**config.mk**
```make
export PLATFORM = sky130hd
export DESIGN_NAME = memwb_flat
export DESIGN_NICKNAME = d
export VERILOG_FILES = /design/src/rtl/memwb_pkg.sv /design/src/rtl/memwb_if.sv /design/src/rtl/memwb_mem_lane_align.sv /design/src/rtl/memwb.sv /design/src/flat_wrapper.sv
export SDC_FILE = /design/constraint.sdc
export NUM_CORES = 1
export LEC_CHECK = 0
export CORE_MARGIN = 2
export CORE_UTILIZATION = 40
export CTS_BUF_LIST = sky130_fd_sc_hd__clkbuf_4 sky130_fd_sc_hd__clkbuf_8 sky130_fd_sc_hd__clkbuf_16
export DETAILED_ROUTE_END_ITERATION = 8
export GPL_ROUTABILITY_DRIVEN = 0
export MAX_ROUTING_LAYER = met4
export PLACE_DENSITY = 0.9
export SLEW_MARGIN = 20
export SYNTH_ARGS = -nofsm -noshare
export SYNTH_HDL_FRONTEND = slang
export SYNTH_HIERARCHICAL = 1
export SYNTH_SLANG_ARGS = --single-unit
```
**constraint.sdc**
```tcl
create_clock -name i_clk -period 2 [get_ports i_clk]
set_clock_uncertainty 0.1 [all_clocks]
set_input_delay 0.4 -clock i_clk [delete_from_list [all_inputs] [get_ports i_clk]]
set_output_delay 0.4 -clock i_clk [all_outputs]
set_load 0.01 [all_outputs]
```
**src/rtl/memwb_pkg.sv**
```systemverilog
// Shared types and constants for the memory/writeback stage.
// Access-width encodings match the execute stage's mem_width field.
package memwb_pkg;

   localparam int RW_DFLT      = 16;
   localparam int REGNO_DFLT   = 8;
   localparam int TIMEOUT_DFLT = 255;

   localparam logic MEM_WIDTH_WORD = 1'b0;
   localparam logic MEM_WIDTH_BYTE = 1'b1;

   typedef enum logic {
      IDLE     = 1'b0,
      MEM_WAIT = 1'b1
   } state_t;

   // Byte-lane select for a 16-bit bus from access width and address LSB.
   function automatic logic [1:0] lane_sel(input logic width, input logic addr_lsb);
      if (width == MEM_WIDTH_BYTE)
         return addr_lsb ? 2'b10 : 2'b01;
      else
         return 2'b11;
   endfunction

endpackage

```
**src/rtl/memwb_if.sv**
```systemverilog
// Execute-bundle, writeback and data-bus signals of the memory/writeback stage.
// slave = the memwb stage itself; master = execute plus the data-bus slave.
interface memwb_if #(
   parameter int RW    = 16,
   parameter int REGNO = 8
) ();

   logic             submit;
   logic             ready;
   logic [RW-1:0]    data;
   logic [RW-1:0]    addr;
   logic [REGNO-1:0] reg_ie;
   logic             mem_access;
   logic             mem_we;
   logic             mem_width;

   logic [REGNO-1:0] wb_reg_ie;
   logic [RW-1:0]    wb_reg_data;

   logic             mem_req;
   logic             bus_we;
   logic [RW-2:0]    mem_addr;
   logic [1:0]       mem_sel;
   logic [RW-1:0]    mem_wdata;
   logic             mem_ack;
   logic [RW-1:0]    mem_rdata;
   logic             bus_err;

   modport slave (
      input  submit, data, addr, reg_ie, mem_access, mem_we, mem_width,
      input  mem_ack, mem_rdata,
      output ready, wb_reg_ie, wb_reg_data,
      output mem_req, bus_we, mem_addr, mem_sel, mem_wdata, bus_err
   );

   modport master (
      output submit, data, addr, reg_ie, mem_access, mem_we, mem_width,
      output mem_ack, mem_rdata,
      input  ready, wb_reg_ie, wb_reg_data,
      input  mem_req, bus_we, mem_addr, mem_sel, mem_wdata, bus_err
   );

endinterface

```
**src/rtl/memwb_mem_lane_align.sv**
```systemverilog
// Combinational byte-lane alignment: lane select, store-data replication, load-data extraction.
// Shared with the instruction fetch path, so it holds no state.
module mem_lane_align
   import memwb_pkg::*;
#(
   parameter int RW = 16
) (
   input  logic          width,
   input  logic          addr_lsb,
   input  logic [RW-1:0] wdata_in,
   input  logic [RW-1:0] rdata_in,
   output logic [1:0]    sel,
   output logic [RW-1:0] wdata_out,
   output logic [RW-1:0] rdata_out
);

   always_comb begin
      sel       = lane_sel(width, addr_lsb);
      wdata_out = wdata_in;
      rdata_out = rdata_in;
      if (width == MEM_WIDTH_BYTE) begin
         // Slave picks the lane via sel, so the byte goes on every lane.
         wdata_out = {(RW/8){wdata_in[7:0]}};
         rdata_out = RW'(addr_lsb ? rdata_in[RW-1:RW-8] : rdata_in[7:0]);
      end
   end

endmodule

```
**src/rtl/memwb.sv**
```systemverilog
// Final pipeline stage: same-cycle writeback of ALU results, req/ack bus transaction for loads/stores.
// Memory ops stall execute (ready low) until ack or timeout abort; loads write back in the ack cycle.
module memwb
   import memwb_pkg::*;
#(
   parameter int RW      = RW_DFLT,
   parameter int REGNO   = REGNO_DFLT,
   parameter int TIMEOUT = TIMEOUT_DFLT
) (
   input logic   i_clk,
   input logic   i_rst,
   memwb_if.slave stage
);

   localparam int CW = (TIMEOUT < 2) ? 1 : $clog2(TIMEOUT + 1);

   state_t           state;
   state_t           state_nxt;

   logic [RW-1:0]    addr_q;
   logic [RW-1:0]    data_q;
   logic [REGNO-1:0] reg_ie_q;
   logic             we_q;
   logic             width_q;
   logic [CW-1:0]    wait_cnt;
   logic             bus_err_q;

   logic             mem_start;
   logic             timeout_hit;
   logic [RW-1:0]    rdata_al;

   assign mem_start   = (state == IDLE) && stage.submit && stage.mem_access;
   // Ack in the same cycle as the last allowed wait wins over the abort.
   assign timeout_hit = (TIMEOUT != 0) && (state == MEM_WAIT) && !stage.mem_ack &&
                        (wait_cnt == CW'(TIMEOUT - 1));

   mem_lane_align #(.RW(RW)) u_align (
      .width     (width_q),
      .addr_lsb  (addr_q[0]),
      .wdata_in  (data_q),
      .rdata_in  (stage.mem_rdata),
      .sel       (stage.mem_sel),
      .wdata_out (stage.mem_wdata),
      .rdata_out (rdata_al)
   );

   always_ff @(posedge i_clk) begin
      if (i_rst)
         state <= IDLE;
      else
         state <= state_nxt;
   end

   always_comb begin
      state_nxt = state;
      case (state)
         IDLE:     if (mem_start) state_nxt = MEM_WAIT;
         MEM_WAIT: if (stage.mem_ack || timeout_hit) state_nxt = IDLE;
         default:  state_nxt = IDLE;
      endcase
   end

   always_comb begin
      stage.ready       = (state == IDLE);
      stage.mem_req     = (state == MEM_WAIT);
      stage.wb_reg_ie   = '0;
      stage.wb_reg_data = '0;
      case (state)
         IDLE: begin
            if (stage.submit && !stage.mem_access) begin
               stage.wb_reg_ie   = stage.reg_ie;
               stage.wb_reg_data = stage.data;
            end
         end
         MEM_WAIT: begin
            // A reset landing on the ack cycle still discards the load.
            if (stage.mem_ack && !we_q && !i_rst) begin
               stage.wb_reg_ie   = reg_ie_q;
               stage.wb_reg_data = rdata_al;
            end
         end
         default: ;
      endcase
   end

   always_ff @(posedge i_clk) begin
      if (mem_start) begin
         addr_q   <= stage.addr;
         data_q   <= stage.data;
         reg_ie_q <= stage.reg_ie;
         we_q     <= stage.mem_we;
         width_q  <= stage.mem_width;
      end
   end

   always_ff @(posedge i_clk) begin
      if (i_rst) begin
         wait_cnt  <= '0;
         bus_err_q <= 1'b0;
      end else begin
         bus_err_q <= timeout_hit;
         if (state == MEM_WAIT && !stage.mem_ack && !timeout_hit)
            wait_cnt <= wait_cnt + 1'b1;
         else
            wait_cnt <= '0;
      end
   end

   assign stage.bus_we   = we_q;
   assign stage.mem_addr = addr_q[RW-1:1];
   assign stage.bus_err  = bus_err_q;

endmodule
```
**src/flat_wrapper.sv**
```systemverilog
// flat-port wrapper written by rule: the top's interface ports become plain ports
module memwb_flat import memwb_pkg::*;
#(
   parameter int RW      = RW_DFLT,
   parameter int REGNO   = REGNO_DFLT,
   parameter int TIMEOUT = TIMEOUT_DFLT
)
  (i_clk, i_rst, stage_submit, stage_data, stage_addr, stage_reg_ie, stage_mem_access, stage_mem_we, stage_mem_width, stage_mem_ack, stage_mem_rdata, stage_ready, stage_wb_reg_ie, stage_wb_reg_data, stage_mem_req, stage_bus_we, stage_mem_addr, stage_mem_sel, stage_mem_wdata, stage_bus_err);
  memwb_if #(.RW(RW), .REGNO(REGNO)) stage_i ();
  input logic i_clk;
  input logic i_rst;
  input wire logic [$bits(stage_i.submit)-1:0] stage_submit;
  input wire logic [$bits(stage_i.data)-1:0] stage_data;
  input wire logic [$bits(stage_i.addr)-1:0] stage_addr;
  input wire logic [$bits(stage_i.reg_ie)-1:0] stage_reg_ie;
  input wire logic [$bits(stage_i.mem_access)-1:0] stage_mem_access;
  input wire logic [$bits(stage_i.mem_we)-1:0] stage_mem_we;
  input wire logic [$bits(stage_i.mem_width)-1:0] stage_mem_width;
  input wire logic [$bits(stage_i.mem_ack)-1:0] stage_mem_ack;
  input wire logic [$bits(stage_i.mem_rdata)-1:0] stage_mem_rdata;
  output wire logic [$bits(stage_i.ready)-1:0] stage_ready;
  output wire logic [$bits(stage_i.wb_reg_ie)-1:0] stage_wb_reg_ie;
  output wire logic [$bits(stage_i.wb_reg_data)-1:0] stage_wb_reg_data;
  output wire logic [$bits(stage_i.mem_req)-1:0] stage_mem_req;
  output wire logic [$bits(stage_i.bus_we)-1:0] stage_bus_we;
  output wire logic [$bits(stage_i.mem_addr)-1:0] stage_mem_addr;
  output wire logic [$bits(stage_i.mem_sel)-1:0] stage_mem_sel;
  output wire logic [$bits(stage_i.mem_wdata)-1:0] stage_mem_wdata;
  output wire logic [$bits(stage_i.bus_err)-1:0] stage_bus_err;
  assign stage_i.submit = stage_submit;
  assign stage_i.data = stage_data;
  assign stage_i.addr = stage_addr;
  assign stage_i.reg_ie = stage_reg_ie;
  assign stage_i.mem_access = stage_mem_access;
  assign stage_i.mem_we = stage_mem_we;
  assign stage_i.mem_width = stage_mem_width;
  assign stage_i.mem_ack = stage_mem_ack;
  assign stage_i.mem_rdata = stage_mem_rdata;
  assign stage_ready = stage_i.ready;
  assign stage_wb_reg_ie = stage_i.wb_reg_ie;
  assign stage_wb_reg_data = stage_i.wb_reg_data;
  assign stage_mem_req = stage_i.mem_req;
  assign stage_bus_we = stage_i.bus_we;
  assign stage_mem_addr = stage_i.mem_addr;
  assign stage_mem_sel = stage_i.mem_sel;
  assign stage_mem_wdata = stage_i.mem_wdata;
  assign stage_bus_err = stage_i.bus_err;
  memwb #(.RW(RW), .REGNO(REGNO), .TIMEOUT(TIMEOUT)) u_core (.i_clk(i_clk), .i_rst(i_rst), .stage(stage_i));
endmodule
```
==> key figures <==
Detailed routing
  – Total wire length after detailed routing: 6.12 mm
  – DRC marker count from the first detailed-route iteration: 47
  – Via count: 1863
  – Post-DRT Antenna Nets: 0
  – Avg Vias per Cell: 4.90
  – TritonRoute pass-1 iters: 4
  – Wire length per cell: 16.1 um
  – Remaining design rule violation count: 0

STA
  – Setup-failing EPs final: 29
  – Max frequency: 0.454 GHz
  – Actual transition at the worst max-transition pin: 0.524 ns
  – Final Slew Violations: 0
  – Final Cycle Share: 110%
  – Post-route minimum period: 2.20 ns
  – Worst Slack Setup Final: -0.205 ns
  – Worst rel slew slack: 64.8%
  – Setup repair after global routing missed its margin: true
  – Number of hold-slack violations in the final timing report: 0

Cells and area
  – Leading cell types in the layout, fill and taps excluded: clkdlybuf4s50_1, edfxtp_1, buf_2, a22o_1, buf_4
  – Commonest non-fill, non-tap cell in the layout: clkdlybuf4s50_1
  – Multi-input gate area: 783 um2
  – NumNets Final: 369
  – Total of fill cells in the finished design: 475
  – Count of inserted antenna diode cells: 0
  – Finished Cell Area: 3860 um2
  – Area delta synth->final: 57.7%
  – Share of cells above drive strength 1: 33.4%
  – Storage element area: 1460 um2

Power
  – Switching Fraction: 22.8%
  – Net switching power: 512 uW
  – Post-layout total power: 2250 uW
  – Sequential share of power: 54.8%
  – Internal power summed over all cells: 1730 uW
  – Total leakage power: 0.00154 uW
  – Clock share of power: 26.5%
  – Maximum VDD drop: 0.323 mV
  – Combinational share of power: 18.7%
  – Total power divided by cell area: 581 nW/um2

Die
  – Count of standard-cell rows: 28
  – Core area: 5920 um2
  – I/O pin count: 124
  – Full die area: 6760 um2
  – DIE WIDTH: 82.2 um
  – Initial cell density of the core: 41.4%
  – Die Y-Extent: 82.2 um

Worst setup path
  – Largest delay contributor family on the critical path: flip-flops
  – Category of the most critical setup path: flop to output pin
  – Library cell appearing most often on the critical path: buf_6
  – Critical Path Sink Type: output pin
  – Worst Path Buf+Inv: 3
  – CP required: 1.50 ns
  – Critical-path maximum fanout: 8
  – Slowest stage cell, crit path: edfxtp_1
  – Crit path largest cell delay: 0.41 ns
  – Crit path cell chain: buf_6 -> nand2_8 -> buf_6 -> mux2_4 -> a22o_1 -> buf_2
  – Worst Path Arrival: 1.70 ns
  – Critical path startpoint category: flop
  – Register-to-register setup slack: 0.48 ns

Global routing
  – Total GRT Usage: 18.1%
  – Via count of the first global-routing pass: 1825
  – Largest net degree at the start of global routing: 34
  – Grt ovf: 0
  – Initial antenna violation count: 0
  – First-pass GRT wire length: 8.78 mm

Clocking
  – Cell at the root of the clock tree: clkbuf_8
  – Clock tree from TritonCTS: done
  – Number of clock buffers inserted by TritonCTS: 5
  – CTS sink cnt: 52
  – Number of levels the H-tree was split into: 2
  – Bufs on Longest Clock Path: 2
  – Clock slew at reported path FFs: 0.10 ns
  – Worst-Skew Late Latency: 0.30 ns

Synth
  – Yosys warns: 6
  – Fraction of post-synthesis cell area in the top cell type by area: 51.5%
  – Yosys cell types: 30
  – Number of register bits inferred by synthesis: 52
  – Count of flip-flops with a built-in enable after synthesis: 42
  – Post-Synthesis Cell Area: 2450 um2
  – Synth Instances: 170
  – Most used flip-flop cell after synthesis: edfxtp_1
  – Main combinational cell family by area after synthesis: compound AO/OA/AOI/OAI gates
  – Synthesized-area fraction occupied by adder cells: 1.02%
  – Parity-gate share of the synthesized area counting xor and xnor cells: 1.07%
  – Largest cells by area after synthesis: edfxtp_1, a22o_1, dfxtp_1
  – Post-Synthesis Mean Instance Area: 14.4 um2
  – Number of nets in the synthesized netlist: 235
  – Yosys top cell by area: edfxtp_1
  – Synthesized-area fraction occupied by and/or/nand/nor cells: 8.84%
  – Share of synthesized area spent on multiplexers: 8.74%
  – Synth Area in Compound Gates: 11.0%
  – Async set-or-reset flop fraction in the synthesized netlist: 0%
  – Sequential-to-total area share from yosys stat: 59.7%

Flow run
  – Count of max-cap constraint violations: 0

Place
  – Number of input and output port buffers inserted: 123
  – Placed inst area: 3680 um2
  – Pre-CTS setup slack: -0.634 ns
  – Detailed Place HPWL: 4.40 mm

Outcome
  – Failing checks: setup timing
  – Run status: finished, violations left

Hold path
  – Worst hold path class: flop to flop
## state kept, by name (all words and copies together), names as in the netlist
name	flops
u_core/data_q	16
u_core/stage.bus_err	1
u_core/addr_q	16
u_core/stage.bus_we	1
u_core/wait_cnt	8
u_core/reg_ie_q	8
u_core/width_q	1
u_core/stage.mem_req	1
## Yosys cell counts, types with 2 or more instances
library cell	instances
a21oi_1	5
a22o_1	24
buf_2	2
buf_4	25
buf_6	2
dfxtp_1	10
edfxtp_1	42
ha_1	2
inv_1	4
mux2_2	7
mux2_4	9
nand2_1	2
nand3_1	4
nor2_1	5
nor2b_1	8
nor3b_1	2
o21ai_0	2
or3_1	2
xor2_1	2
## final cells by class
type,count,area share (%)
tap,75,2.43
clock buffer,5,1.78
clock inverter,3,0.583
inverter,4,0.389
timing repair buffer,156,36.7
sequential,52,37.9
multi-input combinational,85,20.3
## logic make-up (layout without fill, tap and decap cells)
| kind of cell | count (synthesis) | after routing |
|---|---|---|
| multiplexers | 16 | 16 |
| AO/OA/AOI/OAI | 34 | 34 |
| flip-flops | 52 | 52 |
| buffers and inverters | 33 | 168 |
| adder cells (fa/ha/maj) | 2 | 2 |
| AND/OR/NAND/NOR | 30 | 30 |
| XOR/XNOR | 3 | 3 |
## per-layer routing
layer | GRT usage (%) | wire length (um) | up-vias
met3 | 5.11 | 506 | 2
li1 | - | - | 892
met5 | - | 0 | -
met4 | 5.17 | 23 | 0
met2 | 32.5 | 3290 | 73
met1 | 19.3 | 2300 | 896
## power groups by stage
| stage | clock network [uW] | logic [uW] | registers (uW) |
|---|---|---|---|
| final | 595 | 420 | 1230 |
| after global routing | 678 | 448 | 1230 |
| after CTS | 628 | 414 | 1230 |
| after detailed placement | 0 | 412 | 1260 |
| after global placement | 0 | 403 | 1250 |
| after floorplan | 0 | 156 | 1250 |
## through the flow
| step | hold WS, ns | std cells | setup TNS [ns] | utilization (%) |
|---|---|---|---|---|
| 2_1_floorplan | 0.349 | 170 | 0 | - |
| 3_3_place_gp | 0.363 | 354 | -13.35 | 62.2 |
| 3_5_place_dp | 0.373 | 354 | -14.79 | 62.2 |
| 4_1_cts | 0.387 | 377 | -3.45 | 64.6 |
| 5_1_grt | 0.413 | 380 | -5.46 | 65.2 |
| 6_report | 0.387 | 380 | -3.14 | 65.2 |
## repair_timing
action / 4_1_cts / 5_1_grt
cloned: 1 / 0
gates resized for setup: 156 / 14
setup endpoints to repair: 34 / 31
hold buffers: 0 / 0
pin swaps: 16 / 6
setup buffers: 14 / 4
## worst min-delay path, cell delays in order (launching register included)
cell     delay [ns]
dfxtp_1        0.32
o21ai_0        0.07
a21oi_1        0.06
## path summary, 6_finish.rpt
| kind | startpoint | endpoint | cells after the start |
|---|---|---|---|
| min reg2reg | u_core/wait_cnt[6] | u_core/wait_cnt[6] | 2 |
| max reg2reg | u_core/wait_cnt[1] | u_core/stage.mem_req | 4 |
| min | u_core/wait_cnt[6] | u_core/wait_cnt[6] | 2 |
| max | u_core/width_q | stage_wb_reg_data[6] | 6 |
Power figures use the tool's default switching activity.
